**config.mk**
```make
export PLATFORM = sky130hd
export DESIGN_NAME = ifq_fetch_ctrl
export DESIGN_NICKNAME = d
export VERILOG_FILES = /design/src/rtl/ifq_pkg.sv /design/src/rtl/ifq_line_fifo.sv /design/src/rtl/ifq_fetch_ctrl.sv
export SDC_FILE = /design/constraint.sdc
export NUM_CORES = 1
export LEC_CHECK = 0
export BUFFER_PORTS_ARGS = -buffer_cell sky130_fd_sc_hd__buf_2
export CAP_MARGIN = 20
export CORE_ASPECT_RATIO = 1.4
export CORE_UTILIZATION = 55
export DETAILED_ROUTE_END_ITERATION = 8
export GPL_TIMING_DRIVEN = 0
export PLACE_DENSITY = 0.75
export SYNTH_ARGS = -nofsm -noshare
export SYNTH_HDL_FRONTEND = slang
export SYNTH_HIERARCHICAL = 1
export SYNTH_SLANG_ARGS = --single-unit
```
**constraint.sdc**
```tcl
create_clock -name clk -period 35.8 [get_ports clk]
set_clock_uncertainty 0.1 [all_clocks]
set_input_delay 0 -clock clk [delete_from_list [all_inputs] [get_ports clk]]
set_output_delay 0 -clock clk [all_outputs]
set_load 0.01 [all_outputs]
```
**src/rtl/ifq_pkg.sv**
```systemverilog
// ifq_pkg: shared widths, reset PC and FIFO entry type for the fetch queue
package ifq_pkg;
  localparam int DATA_WIDTH = 32;
  localparam int CACHE_LINE_WIDTH = 128;
  localparam int WORDS_PER_LINE = CACHE_LINE_WIDTH / DATA_WIDTH;
  localparam int WORD_IDX_W = $clog2(WORDS_PER_LINE);
  localparam logic [DATA_WIDTH-1:0] RESET_PC = 32'h0040_0000;
  typedef struct packed {
    logic [DATA_WIDTH-1:0] pc;
    logic [CACHE_LINE_WIDTH-1:0] line;
  } ifq_entry_t;
endpackage

```
**src/rtl/ifq_line_fifo.sv**
```systemverilog
// ifq_line_fifo: DEPTH-entry line FIFO with flush, full and empty flags
module ifq_line_fifo
  import ifq_pkg::*;
#(
  parameter int DEPTH = 4
) (
  input  logic       clk,
  input  logic       rst,
  input  logic       flush,
  input  logic       wr_en,
  input  ifq_entry_t wr_data,
  input  logic       rd_en,
  output ifq_entry_t rd_data,
  output logic       full,
  output logic       empty
);
  localparam int PW = $clog2(DEPTH);
  localparam int CW = $clog2(DEPTH + 1);
  ifq_entry_t mem_q [DEPTH];
  logic [PW-1:0] wr_ptr_q, wr_ptr_d, rd_ptr_q, rd_ptr_d;
  logic [CW-1:0] count_q, count_d;
  assign full = count_q == CW'(DEPTH);
  assign empty = count_q == '0;
  assign rd_data = mem_q[rd_ptr_q];
  always_comb begin
    wr_ptr_d = flush ? '0 : wr_ptr_q + PW'(wr_en);
    rd_ptr_d = flush ? '0 : rd_ptr_q + PW'(rd_en);
    count_d = flush ? '0 : count_q + CW'(wr_en) - CW'(rd_en);
  end
  always_ff @(posedge clk) begin
    if (rst) begin
      wr_ptr_q <= '0;
      rd_ptr_q <= '0;
      count_q <= '0;
    end else begin
      wr_ptr_q <= wr_ptr_d;
      rd_ptr_q <= rd_ptr_d;
      count_q <= count_d;
    end
  end
  always_ff @(posedge clk) begin
    if (wr_en && !flush) mem_q[wr_ptr_q] <= wr_data;
  end
endmodule

```
**src/rtl/ifq_fetch_ctrl.sv**
```systemverilog
// ifq_fetch_ctrl: sequences i_cache line fetches and streams one instruction per cycle to dispatch
module ifq_fetch_ctrl
  import ifq_pkg::*;
#(
  parameter int DEPTH = 4
) (
  input  logic                        clk,
  input  logic                        rst,
  output logic [DATA_WIDTH-1:0]       cache_pc,
  output logic                        cache_rd_en,
  output logic                        cache_abort,
  input  logic [CACHE_LINE_WIDTH-1:0] cache_line,
  input  logic                        cache_valid,
  input  logic                        redirect_valid,
  input  logic [DATA_WIDTH-1:0]       redirect_pc,
  input  logic                        disp_rd_en,
  output logic [DATA_WIDTH-1:0]       inst_out,
  output logic [DATA_WIDTH-1:0]       pc_out,
  output logic                        empty
);
  logic [DATA_WIDTH-1:0] fetch_pc_q, fetch_pc_d;
  logic [WORD_IDX_W-1:0] word_idx_q, word_idx_d;
  logic full, wr_en, pop, line_free;
  ifq_entry_t head;
  ifq_line_fifo #(.DEPTH(DEPTH)) u_fifo (
    .clk    (clk),
    .rst    (rst),
    .flush  (redirect_valid),
    .wr_en  (wr_en),
    .wr_data({fetch_pc_q, cache_line}),
    .rd_en  (line_free),
    .rd_data(head),
    .full   (full),
    .empty  (empty)
  );
  assign cache_pc = fetch_pc_q;
  assign cache_rd_en = !full && !redirect_valid;
  assign cache_abort = redirect_valid && !rst;
  assign wr_en = cache_rd_en && cache_valid;
  assign pop = disp_rd_en && !empty && !redirect_valid;
  assign line_free = pop && word_idx_q == WORD_IDX_W'(WORDS_PER_LINE - 1);
  assign inst_out = empty ? '0 : DATA_WIDTH'(head.line >> (word_idx_q * DATA_WIDTH));
  assign pc_out = empty ? '0 : head.pc + DATA_WIDTH'({word_idx_q, 2'b00});
  always_comb begin
    fetch_pc_d = redirect_valid ? {redirect_pc[DATA_WIDTH-1:4], 4'b0} :
                 wr_en ? fetch_pc_q + DATA_WIDTH'(16) : fetch_pc_q;
    word_idx_d = redirect_valid ? redirect_pc[WORD_IDX_W+1:2] :
                 pop ? word_idx_q + 1'b1 : word_idx_q;
  end
  always_ff @(posedge clk) begin
    if (rst) begin
      fetch_pc_q <= RESET_PC;
      word_idx_q <= '0;
    end else begin
      fetch_pc_q <= fetch_pc_d;
      word_idx_q <= word_idx_d;
    end
  end
endmodule
```
== Yosys cells after proc, flatten, opt, wreduce, memory -nomap -nowiden ==
Memories as Yosys holds them, arrays and structs flattened. A register that Yosys moved wholly into a read port is not among the register bits.
Cells that the tools add are included.

* Output and inout bits: 99
* Word-level logic and storage cells: 41
* Memories kept: 1
* Bits in writable memories: 640
* Bits in registers: 41

{| class="wikitable"
|+ Memory list
! name !! words !! bits a word !! read ports !! clocked after Yosys merged registers in !! write ports !! RTL line !! RTL
|-
| u_fifo.mem_q || 4 || 160 || 1 || 1 || 1 || ifq_line_fifo.sv:19 || <nowiki>ifq_entry_t mem_q [DEPTH];</nowiki>
|}

* Reductions and logical operators: 15
* $add $sub $neg: 7
* Shifts and indexed selects: 1
* Eq/ne operators: 2
* Multiplexer cells: 9

{| class="wikitable"
|+ Operators with widths
! cell !! count
|-
| $mux W32 || 4
|-
| $shr A128 B7 Y32 || 1
|-
| $add A32 B4 Y32 || 1
|-
| $add A32 B5 Y32 const B || 1
|-
| $logic_and A1 B1 Y1 || 7
|-
| $mux W2 || 3
|-
| $add A2 B1 Y2 || 2
|-
| $logic_not A1 Y1 || 4
|-
| $reduce_bool A2 Y1 || 2
|-
| $add A3 B1 Y3 || 1
|-
| $eq A3 B3 Y1 const B || 1
|-
| $logic_not A3 Y1 || 1
|-
| $sub A3 B1 Y3 || 1
|-
| $add A2 B1 Y2 const B || 1
|-
| $eq A2 B2 Y1 const B || 1
|-
| $mux W1 || 2
|-
| $reduce_or A2 Y1 || 1
|}

== Longest topological paths before layout ==
Gate-level depths: netlist (run 1).

* Depth in word-level cells: 7
* Mapped depth: 11
* Mapped depth without buffers: 9

== Modules after synthesis ==
The synthesis (run 1) kept the hierarchy.

{| class="wikitable"
|+ By module, submodules not included
! module !! area each (µm²) !! instances !! seq. area each (µm²) !! cells each
|-
| ifq_line_fifo || 23432.5 || 1 || 19358.6 || 869
|-
| ifq_fetch_ctrl || 3651.0 || 1 || 600.6 || 443
|}

== Worst setup path after synthesis (run 1) ==
No wires, ideal clock.

* Kind: register to register
* From: register u_fifo.count_q[1]
* To: memory u_fifo/mem_q[0][0] in the netlist's numbering, enable pin
* Clock period less this slack: 18627 ps
* Setup slack: 17173 ps
* Library setup time: 1135 ps
* Path buffers: 0
* Stages on the path, launching flop included: 5
* Arrival time: 17392 ps
* Path through: dfxtp_1 > inv_1 > and3_1 > nor3b_4 > nor4b_1

* Word-level cells in the longest chain between the ends: 7

{| class="wikitable"
|+ Ends and longest elaborated chain
! what !! RTL line !! RTL
|-
| start: declaration || ifq_line_fifo.sv:21 || <nowiki>logic [CW-1:0] count_q, count_d;</nowiki>
|-
| start signal: assignment || ifq_line_fifo.sv:38 || <nowiki>count_q <= count_d;</nowiki>
|-
| $eq A3 B3 Y1 || ifq_line_fifo.sv:22 || <nowiki>assign full = count_q == CW'(DEPTH);</nowiki>
|-
| net full || ifq_fetch_ctrl.sv:23 || <nowiki>logic full, wr_en, pop, line_free;</nowiki>
|-
| $logic_not A1 Y1 || ifq_fetch_ctrl.sv:37 || <nowiki>assign cache_rd_en = !full && !redirect_valid;</nowiki>
|-
| $logic_and A1 B1 Y1 || ifq_fetch_ctrl.sv:37 ||
|-
| $logic_and A1 B1 Y1 || ifq_fetch_ctrl.sv:39 || <nowiki>assign wr_en = cache_rd_en && cache_valid;</nowiki>
|-
| net wr_en || ifq_fetch_ctrl.sv:23 ||
|-
| $logic_and A1 B1 Y1 || ifq_line_fifo.sv:42 || <nowiki>if (wr_en && !flush) mem_q[wr_ptr_q] <= wr_data;</nowiki>
|-
| $mux W1 || ifq_line_fifo.sv:42 ||
|-
| $mux W1 (implied by the code) || ifq_line_fifo.sv:42 ||
|-
| end: declaration || ifq_line_fifo.sv:19 ||
|}

The timed path passes the listed nets, and every way through them passes these cells.

==> results of run 1 <==
[state kept, by name, summed over array words and instances (netlist names)]
name and count:
cache_pc 28, u_fifo/count_q 3, u_fifo/mem_q 640, u_fifo/rd_ptr_q 2, u_fifo/wr_ptr_q 2, word_idx_q 2
[stage by stage]
| stage | worst slack [ns] | area (µm²) | power [µW] |
|---|---|---|---|
| after floorplan | 17.17 | 27200 | 932 |
| after global placement | 3.29 | 29200 | 964 |
| after detailed placement | 31.91 | 30000 | 962 |
| after CTS | 31.23 | 33700 | 1610 |
| after global routing | 31.05 | 33700 | 1650 |
| final | 31.19 | 33700 | 1600 |
[final timing paths]
kind	cells after the start	slack [ns]	endpoint
worst max-delay path	12	31.19	pc_out[22]
worst min register to register	0	0.46	u_fifo/mem_q[1][145]$_DFFE_PP_
worst max register to register	10	32.14	u_fifo/mem_q[0][105]$_DFFE_PP_
worst min-delay path	2	0.04	u_fifo/mem_q[3][117]$_DFFE_PP_
[cells in the mapped netlist (all sizes together) (7+ instances only)]
cell | number | area, µm²
xnor2 | 12 | 105
o21ai | 12 | 60.1
edfxtp | 640 | 19200
buf | 44 | 313
and4 | 9 | 83.8
a21oi | 20 | 100
ha | 8 | 100
dfxtp | 37 | 741
nor2 | 39 | 146
mux4 | 192 | 4320
or3 | 13 | 81.3
inv | 15 | 56.3
clkbuf | 30 | 113
nand2 | 35 | 131
a311oi | 13 | 114
o31ai | 14 | 105
nand3 | 18 | 95.1
and2 | 7 | 43.8
xor2 | 9 | 78.8
nor3 | 9 | 45.0
nor2b | 43 | 269
or4 | 15 | 113
nand4 | 21 | 150
nor4 | 10 | 62.6
[critical path, cell delays in order, from the launching register on]
cell and delay (ns):
dfxtp_1 0.31, buf_2 0.22, buf_2 0.44, buf_2 0.38, mux4_2 0.25, ha_1 0.18, fa_1 0.26, and4_1 0.35
nand4_1 0.40, buf_2 0.35, or4_1 0.41, a21oi_1 0.18, buf_2 0.16
[metal layers]
layer	global-route usage	vias up	share of wire
met2	0.460	560	0.53
met3	0.0347	99	0.058
met1	0.331	7861	0.38
met4	0.0767	0	0.025
met5	0	-	0
li1	-	6650	-
[cell families (layout without fill, tap and decap cells)]
logic type / Yosys count / count (layout) / synth area share
fa+ha+maj: 10 / 10 / 0.00517
buf+inv: 89 / 692 / 0.0178
xor+xnor: 22 / 22 / 0.00767
compound gates: 76 / 76 / 0.0189
mux: 198 / 198 / 0.162
simple gates: 239 / 239 / 0.0512
flops: 677 / 677 / 0.737
other cells: 1 / 25 / 0.000138
[area by class of cell]
| cell class | instances | area (µm²) |
|---|---|---|
| clock buffers | 65 | 1520 |
| flip-flops and latches | 677 | 20000 |
| multi-input cells | 565 | 6760 |
| clock inverters | 47 | 442 |
| repair buffers | 491 | 3730 |
| inverters | 15 | 56.3 |
| fillers | 3074 | 14600 |
| diodes | 5 | 12.5 |
| plain buffers | 74 | 425 |
| well taps | 630 | 788 |
[where the power goes]
group / switching, µW / total, µW / internal [µW]
clock: 281 / 639 / 358
combinational: 38.0 / 77.9 / 39.9
sequential: 8.25 / 884 / 876
==> metrics, run 1 <==
Starting Density 0.561; status finished clean; critical path class register to output port; initial antenna violation count 2; peak fanout along the critical path 10; Final Cycle Share 0.129; Post CTS Setup Buffer Count 0; Buffers on Ports 257; # clock sinks approximately 680; placed cell count 2279; commonest non-fill, non-tap cell in the layout edfxtp_1; cts bufs inserted 59; Final Max Tran Viols 0; Via Count 15.2k; setup TNS 0 ns; CTS max path bufs 3; ys flop type edfxtp_1; initial drt markers 1246; Startpoint Class register; hold_buf cts 173; max cap viols 0; RSZ-0062 raised after global routing no; Yosys reg bits 677; crit path from u_fifo/rd_ptr_q[1]$_SDFF_PP0_; chip height 265 µm; min-delay src cache_line[117]; most frequent cells in the layout edfxtp_1, buf_2, mux4_2, dlygate4sd3_1, clkbuf_16; Hold Vio Cnt, Final 0; critical path capture point type output port; Congestion Overflow GR 0; gr usage total 0.259; slew at the pin with the worst max-slew slack a little over 0.9 ns; Seq/Total Area, Yosys 0.737; first-pass GRT wire length approximately 95000 µm; layout cell share with drive strength beyond 1 0.344; Routed Antenna Nets 0; Warnings, synthesis 6; Core Region 48300 µm²; distinct cell type count after synthesis 53; routed vias/inst 5.91; nets 2058; Mean Syn Cell Area 20.6 µm²; Finished Core Util 0.698; die area 50100 µm²; number of synthesized flops with an enable pin 640; FFs w/ async S/R, synth 0; cell area after synthesis 27100 µm²; Hold WS 0.0361 ns; Initial DRT Pass Iterations 5; clk slew on worst S/H paths 0.07 ns; Mapped Cells approximately 1.3k; Leakage 0.0113 µW; WL/cell roughly 25 µm; IO Pins 264; largest net degree at the start of global routing 46; later-pin clock latency in the skew report 0.61 ns; CTS tree built; slew margin rel. 0.388; Max VDD drop between 0.05 and 0.06 mV; maximum clock rate 0.217 GHz; Area Growth Syn to Fin 24.4%; # setup viols final 0; hpwl dp 42500 µm; final std cells w/o fill between 2k and 3k; Pwr per Cell Area around 48 nW/µm²; GP Congestion 0.881; Req. time, crit path 35.70 ns; htree depth 2; vias in the first global route 15.8k; Routed WL 63500 µm; Worst Path Arrival ~4.5 ns; row count 95; Hold Path Class input pin to register; Root Driver clkbuf_16; fin crit period 4.61 ns; # DRC 0; cts repair resizes 0; Die Width 190 µm; Critical R2R Launch u_fifo/count_q[1]$_SDFF_PP0_
(Power assumes the default switching activity.)
==> run 2: changes to the inputs <==
- clock period: 35.8 -> 4.3 ns (I/O delays scaled with it)
==> run 2 against run 1 <==
Non-clock buffer count shrank 12; power grew to 8.4 times the previous value; via count fell by 0.86%; critical path type unchanged; largest power group unchanged.
==> metrics, run 2 (synthesized netlist as in run 1, its figures left out) <==
status finished clean; Worst Path Arrival 3.97 ns; Hold Vio Cnt, Final 0; Max VDD drop 0.375 mV; # setup viols final 0; Core Region roughly 48000 µm²; cts bufs inserted 59; htree depth 2; GP Congestion between 0.8 and 0.9; FILL cells a little over 3k; peak fanout along the critical path 10; Final Max Tran Viols 0; Via Count 15.0k; Routed WL 62700 µm; Final Cycle Share 0.946; maximum clock rate 0.246 GHz; layout cell share with drive strength beyond 1 0.339; hpwl dp approximately 42000 µm; IO Pins 264; max reg flops 640; Biggest register u_fifo/mem_q; critical path class register to output port; commonest non-fill, non-tap cell in the layout edfxtp_1; slew at the pin with the worst max-slew slack about 0.96 ns; Starting Density 0.561; vias in the first global route between 15k and 20k; Req. time, crit path 4.20 ns; # clock sinks 677; Hold Path Class input pin to register; CTS tree built; CTS max path bufs 3; # DRC 0; initial drt markers 1212; Pwr Total 13500 µW; Congestion Overflow GR 0; Startpoint Class register; placed cell count 2268; first-pass GRT wire length 94800 µm; initial antenna violation count 6; Pwr per Cell Area 400 nW/µm²; gr usage total 0.256; Placed Area about 30000 µm²; RSZ-0062 raised after global routing no; Leakage 0.0113 µW; fin crit period 4.07 ns; most frequent cells in the layout edfxtp_1, buf_2, mux4_2, dlygate4sd3_1, clkbuf_16; Buffers on Ports between 200 and 300; Design Area, Final 33700 µm²; Root Driver clkbuf_16; final std cells w/o fill 2557; clk slew on worst S/H paths ~0.07 ns; chip height 265 µm; Die Width 190 µm; row count 95; Routed Antenna Nets 0; routed vias/inst 5.88; critical path capture point type output port; later-pin clock latency in the skew report about 0.6 ns; WL/cell 24.5 µm; setup TNS 0 ns; max cap viols 0; largest net degree at the start of global routing 48; Area Growth Syn to Fin 24.5%; Initial DRT Pass Iterations 7; slew margin rel. 0.357; nets 2046; die area 50100 µm²
run 2: cell types whose count changed in the layout (fill, tap and decap cells not counted), moves of 2 or more:
cell        previous run  this run
buf_12                 2         0
buf_2                282       279
buf_4                 26         8
buf_6                 34        44
bufinv_16              7        11
clkbuf_1              35        43
clkinv_2              15        10
clkinv_4               5         2
clkinvlp_4             4         2
dfxtp_1               37        35
dfxtp_2                0         2
run 2: worst max-delay path, cell delays in order, from the launching register on:
cell and delay [ns]:
dfxtp_1 0.35, buf_6 0.15, buf_6 0.23, buf_8 0.20
mux4_2 0.51, ha_1 0.23, fa_1 0.45, and4_1 0.32
nand4_1 0.10, buf_4 0.17, clkbuf_4 0.24, o21ai_0 0.09
a21oi_1 0.15, buf_2 0.16
run 2: report_power, final:
group | internal, µW | switching (µW)
registers | 7290 | 66.3
logic | 332 | 315
clock network | 3190 | 2290
total | 10800 | 2670
run 2: path summary, 6_finish.rpt:
kind	depth (start not counted)	endpoint	slack, ns	start
worst min-delay path	2	u_fifo/mem_q[0][73]$_DFFE_PP_	0.05	cache_line[73]
worst min register to register	0	u_fifo/mem_q[2][145]$_DFFE_PP_	0.42	cache_pc[17]$_SDFFE_PP0P_
worst max-delay path	13	pc_out[20]	0.23	u_fifo/rd_ptr_q[0]$_SDFF_PP0_
worst max register to register	9	u_fifo/mem_q[2][78]$_DFFE_PP_	0.78	u_fifo/count_q[0]$_SDFF_PP0_
run 2: through the flow:
stage | hold slack (ns) | utilization | setup WS, ns
after floorplan | -0.0234 | - | -2.46
after global placement | 0.107 | 0.607 | -6.72
after detailed placement | 0.114 | 0.621 | 0.425
after CTS | 0.0202 | 0.698 | 0.00939
after global routing | 0.0416 | 0.699 | 0.0197
final | 0.0507 | 0.699 | 0.231
run 2: final cells by class:
type | instances | area [µm²] | area share
sequential | 677 | 20000 | 0.592
multi-input combinational | 565 | 6780 | 0.201
timing repair buffer | 480 | 3680 | 0.109
clock buffer | 72 | 1530 | 0.0452
tap | 630 | 788 | 0.0234
clock inverter | 40 | 484 | 0.0144
buffer | 73 | 429 | 0.0127
inverter | 15 | 56.3 | 0.00167
antenna | 5 | 12.5 | 0.000371
run 2: routing by layer:
layer,up-vias,wire length (µm),global-route usage,part of all wire
met2,580,34000,0.464,0.54
met5,-,27,0,0.00043
met3,98,3930,0.0408,0.063
li1,6602,-,-,-
met1,7756,23500,0.320,0.37
met4,4,1340,0.0676,0.021
run 2: what timing repair did:
| item | 4_1_cts | 5_1_grt |
|---|---|---|
| gates resized for setup | 1 | 4 |
| hold endpoints to repair | 574 | 0 |
| setup buffers | 1 | 0 |
| cloned | 0 | 0 |
| hold buffers | 172 | 0 |
| pin swaps | 1 | 0 |
| endpoints found under the setup margin | 12 | 12 |
==> run 3: changes to the inputs <==
- BUFFER_PORTS_ARGS: -buffer_cell sky130_fd_sc_hd__buf_2 -> -buffer_cell sky130_fd_sc_hd__buf_4
- SYNTH_HIERARCHICAL: 1 -> default
==> run 3 against run 2 <==
Sequential power shrank 2%; setup slack better by 0.34 ns; core utilization increased by 1.4 points; global-route usage rose by 0.71 points; first-iteration DRC count shrank 12%; critical endpoint is now inst_out[19].
==> metrics, run 3 <==
Congestion Overflow GR 0; Via Count 14.6k; Worst Slack Setup Final about 0.57 ns; Pwr Total 13300 µW; # clock sinks around 660; hold_buf cts 198; Area Growth Syn to Fin 27.9%; Pwr per Cell Area 405 nW/µm²; Worst Path Arrival 3.63 ns; chip height roughly 260 µm; met1 usage 0.319; fin crit period 3.73 ns; share of the synthesized area in the top cell type 0.730; CP max stage delay 0.77 ns; Seq/Total Area, Yosys 0.759; clk slew on worst S/H paths 0.07 ns; final std cells w/o fill 2481; # DRC 0; Req. time, crit path between 4 and 5 ns; cts bufs inserted 58; layout cell share with drive strength beyond 1 0.303; Initial DRT Pass Iterations 5; first-pass GRT wire length 91100 µm; R2R cell count 8; Yosys reg bits 661; Routed Antenna Nets 0; maximum clock rate 0.268 GHz; CP cell instances buf_2, buf_1, buf_1, a311oi_1, a22oi_1, o21ai_0, buf_4; Mapped Cells 1270; Mean Syn Cell Area 20.2 µm²; CP max stage cell buf_1; # setup viols final 0; slew at the pin with the worst max-slew slack 1.00 ns; GP Congestion 0.839; Max VDD drop 0.369 mV; ys flop type edfxtp_1; slew margin rel. 0.332; Buffers on Ports 255; Die Width 185 µm; dominant cell type by area after synthesis edfxtp_1; Biggest register u_fifo.mem_q; Warnings, synthesis 0; Reg-to-Reg End u_fifo.mem_q[1][33]$_DFFE_PP_; Starting Density 0.557; Final Max Tran Viols 0; IO Pins about 260; Routed WL 62000 µm; dpl ws 1.08 ns; peak fanout along the critical path 10; largest net degree at the start of global routing 56; Storage cell area slightly below 20000 µm²; routed vias/inst 5.87; commonest non-fill, non-tap cell in the layout edfxtp_1; die area 47500 µm²; initial antenna violation count 4; CTS tree built; Hold Crit Depth 2; Hold Vio Cnt, Final 0; Most Frequent Cell on Critical Path buf_1; hpwl dp 39300 µm; Startpoint Class register; max cap viols 0; initial drt markers 1061; met2 Use GR 0.473; min-delay src cache_line[99]; FFs w/ async S/R, synth 0; most used routing layer in global routing met2; FILL cells approximately 2.9k; most frequent cells in the layout edfxtp_1, buf_4, dlygate4sd3_1, mux4_2, clkbuf_16; Leakage 0.0112 µW; critical path class register to output port; Critical R2R Launch u_fifo.count_q[1]$_SDFF_PP0_; Hold Path Class input pin to register; Post CTS Setup Buffer Count 0; CTS max path bufs 3; later-pin clock latency in the skew report 0.59 ns; Placed Area about 29000 µm²; hold path endpoint u_fifo.mem_q[3][99]$_DFFE_PP_; Final Cycle Share 0.866; Root Driver clkbuf_16; cts repair resizes 0; gr usage total 0.263; Core Region 46100 µm²; vias in the first global route 15.3k; status finished clean; WL/cell roughly 25 µm; most area-consuming cells after synthesis edfxtp_1, mux4_2, dfxtp_1; most frequent cell after synthesis edfxtp_1; nets 1985; met3 GRT Util 0.0403; row count 93; RSZ-0062 raised after global routing no; placed cell count between 2k and 2.5k; critical path capture point type output port; top cells by count, synth edfxtp_1, mux4_2, mux2i_1, dfxtp_1, clkbuf_1; distinct cell type count after synthesis 46; area of the multi-input gates 5880 µm²; number of synthesized flops with an enable pin 624; max reg flops ~620; cell area after synthesis 25700 µm²; Design Area, Final 32800 µm²; htree depth 2; Hold WS 0.0325 ns; Worst R2R Setup Slack roughly 1.1 ns
[run 3: routing by layer]
metal / up-vias / wire length [µm] / share of wire
met1: 7496 / 22600 / 0.37
met5: - / 20 / 0.00032
met3: 139 / 3620 / 0.058
met2: 606 / 33400 / 0.54
met4: 4 / 2250 / 0.036
li1: 6321 / - / -
[run 3: cells by family (layout without fill, tap and decap cells)]
| family | count (synthesis) | after routing | synth area share |
|---|---|---|---|
| DFF | 661 | 661 | 0.759 |
| and+or+nand+nor | 174 | 174 | 0.0368 |
| muxes | 199 | 199 | 0.147 |
| adders and majority gates | 5 | 5 | 0.00273 |
| other | 1 | 8 | 0.000146 |
| AOI/OAI and AO/OA | 119 | 119 | 0.0305 |
| buffers and inverters | 82 | 669 | 0.0142 |
| xor gates and xnor gates | 29 | 29 | 0.00990 |
[run 3: worst max path at each step]
stage | from | endpoint | slack (ns)
5_1_grt | u_fifo.rd_ptr_q[1]$_SDFF_PP0_ | inst_out[19] | 0.53
3_3_place_gp | u_fifo.count_q[1]$_SDFF_PP0_ | u_fifo.mem_q[0][33]$_DFFE_PP_ | -5.87
3_5_place_dp | u_fifo.count_q[1]$_SDFF_PP0_ | u_fifo.mem_q[1][33]$_DFFE_PP_ | 1.08
2_1_floorplan | u_fifo.count_q[2]$_SDFF_PP0_ | u_fifo.mem_q[0][0]$_DFFE_PP_ | -1.92
6_report | u_fifo.rd_ptr_q[1]$_SDFF_PP0_ | inst_out[19] | 0.57
4_1_cts | u_fifo.rd_ptr_q[1]$_SDFF_PP0_ | inst_out[19] | 0.59
[run 3: area by class of cell]
class / count / share of cell area
diodes: 2 / 0.000152
plain buffers: 74 / 0.0105
clock buffers: 65 / 0.0450
clock inverters: 42 / 0.0145
inverters: 8 / 0.000915
multi-input cells: 532 / 0.179
flip-flops and latches: 661 / 0.594
well taps: 617 / 0.0235
repair buffers: 480 / 0.133
[run 3: report_power, final]
part | leakage [µW] | internal (µW) | switching [µW]
Clock | 0.000949 | 3030 | 2290
Sequential | 0.00599 | 7160 | 68.0
Combinational | 0.00430 | 406 | 354
[run 3: critical path, delay by kind of cell (launching register included)]
family,cells,cell delay [ns]
buf+inv,4,1.90
compound gates,3,0.80
flops,1,0.31
[run 3: per-stage QoR]
step | utilization | setup TNS (ns)
6_report | 0.712 | 0
5_1_grt | 0.712 | 0
4_1_cts | 0.712 | 0
3_5_place_dp | 0.627 | 0
3_3_place_gp | 0.617 | -1865.41
2_1_floorplan | - | -439.10
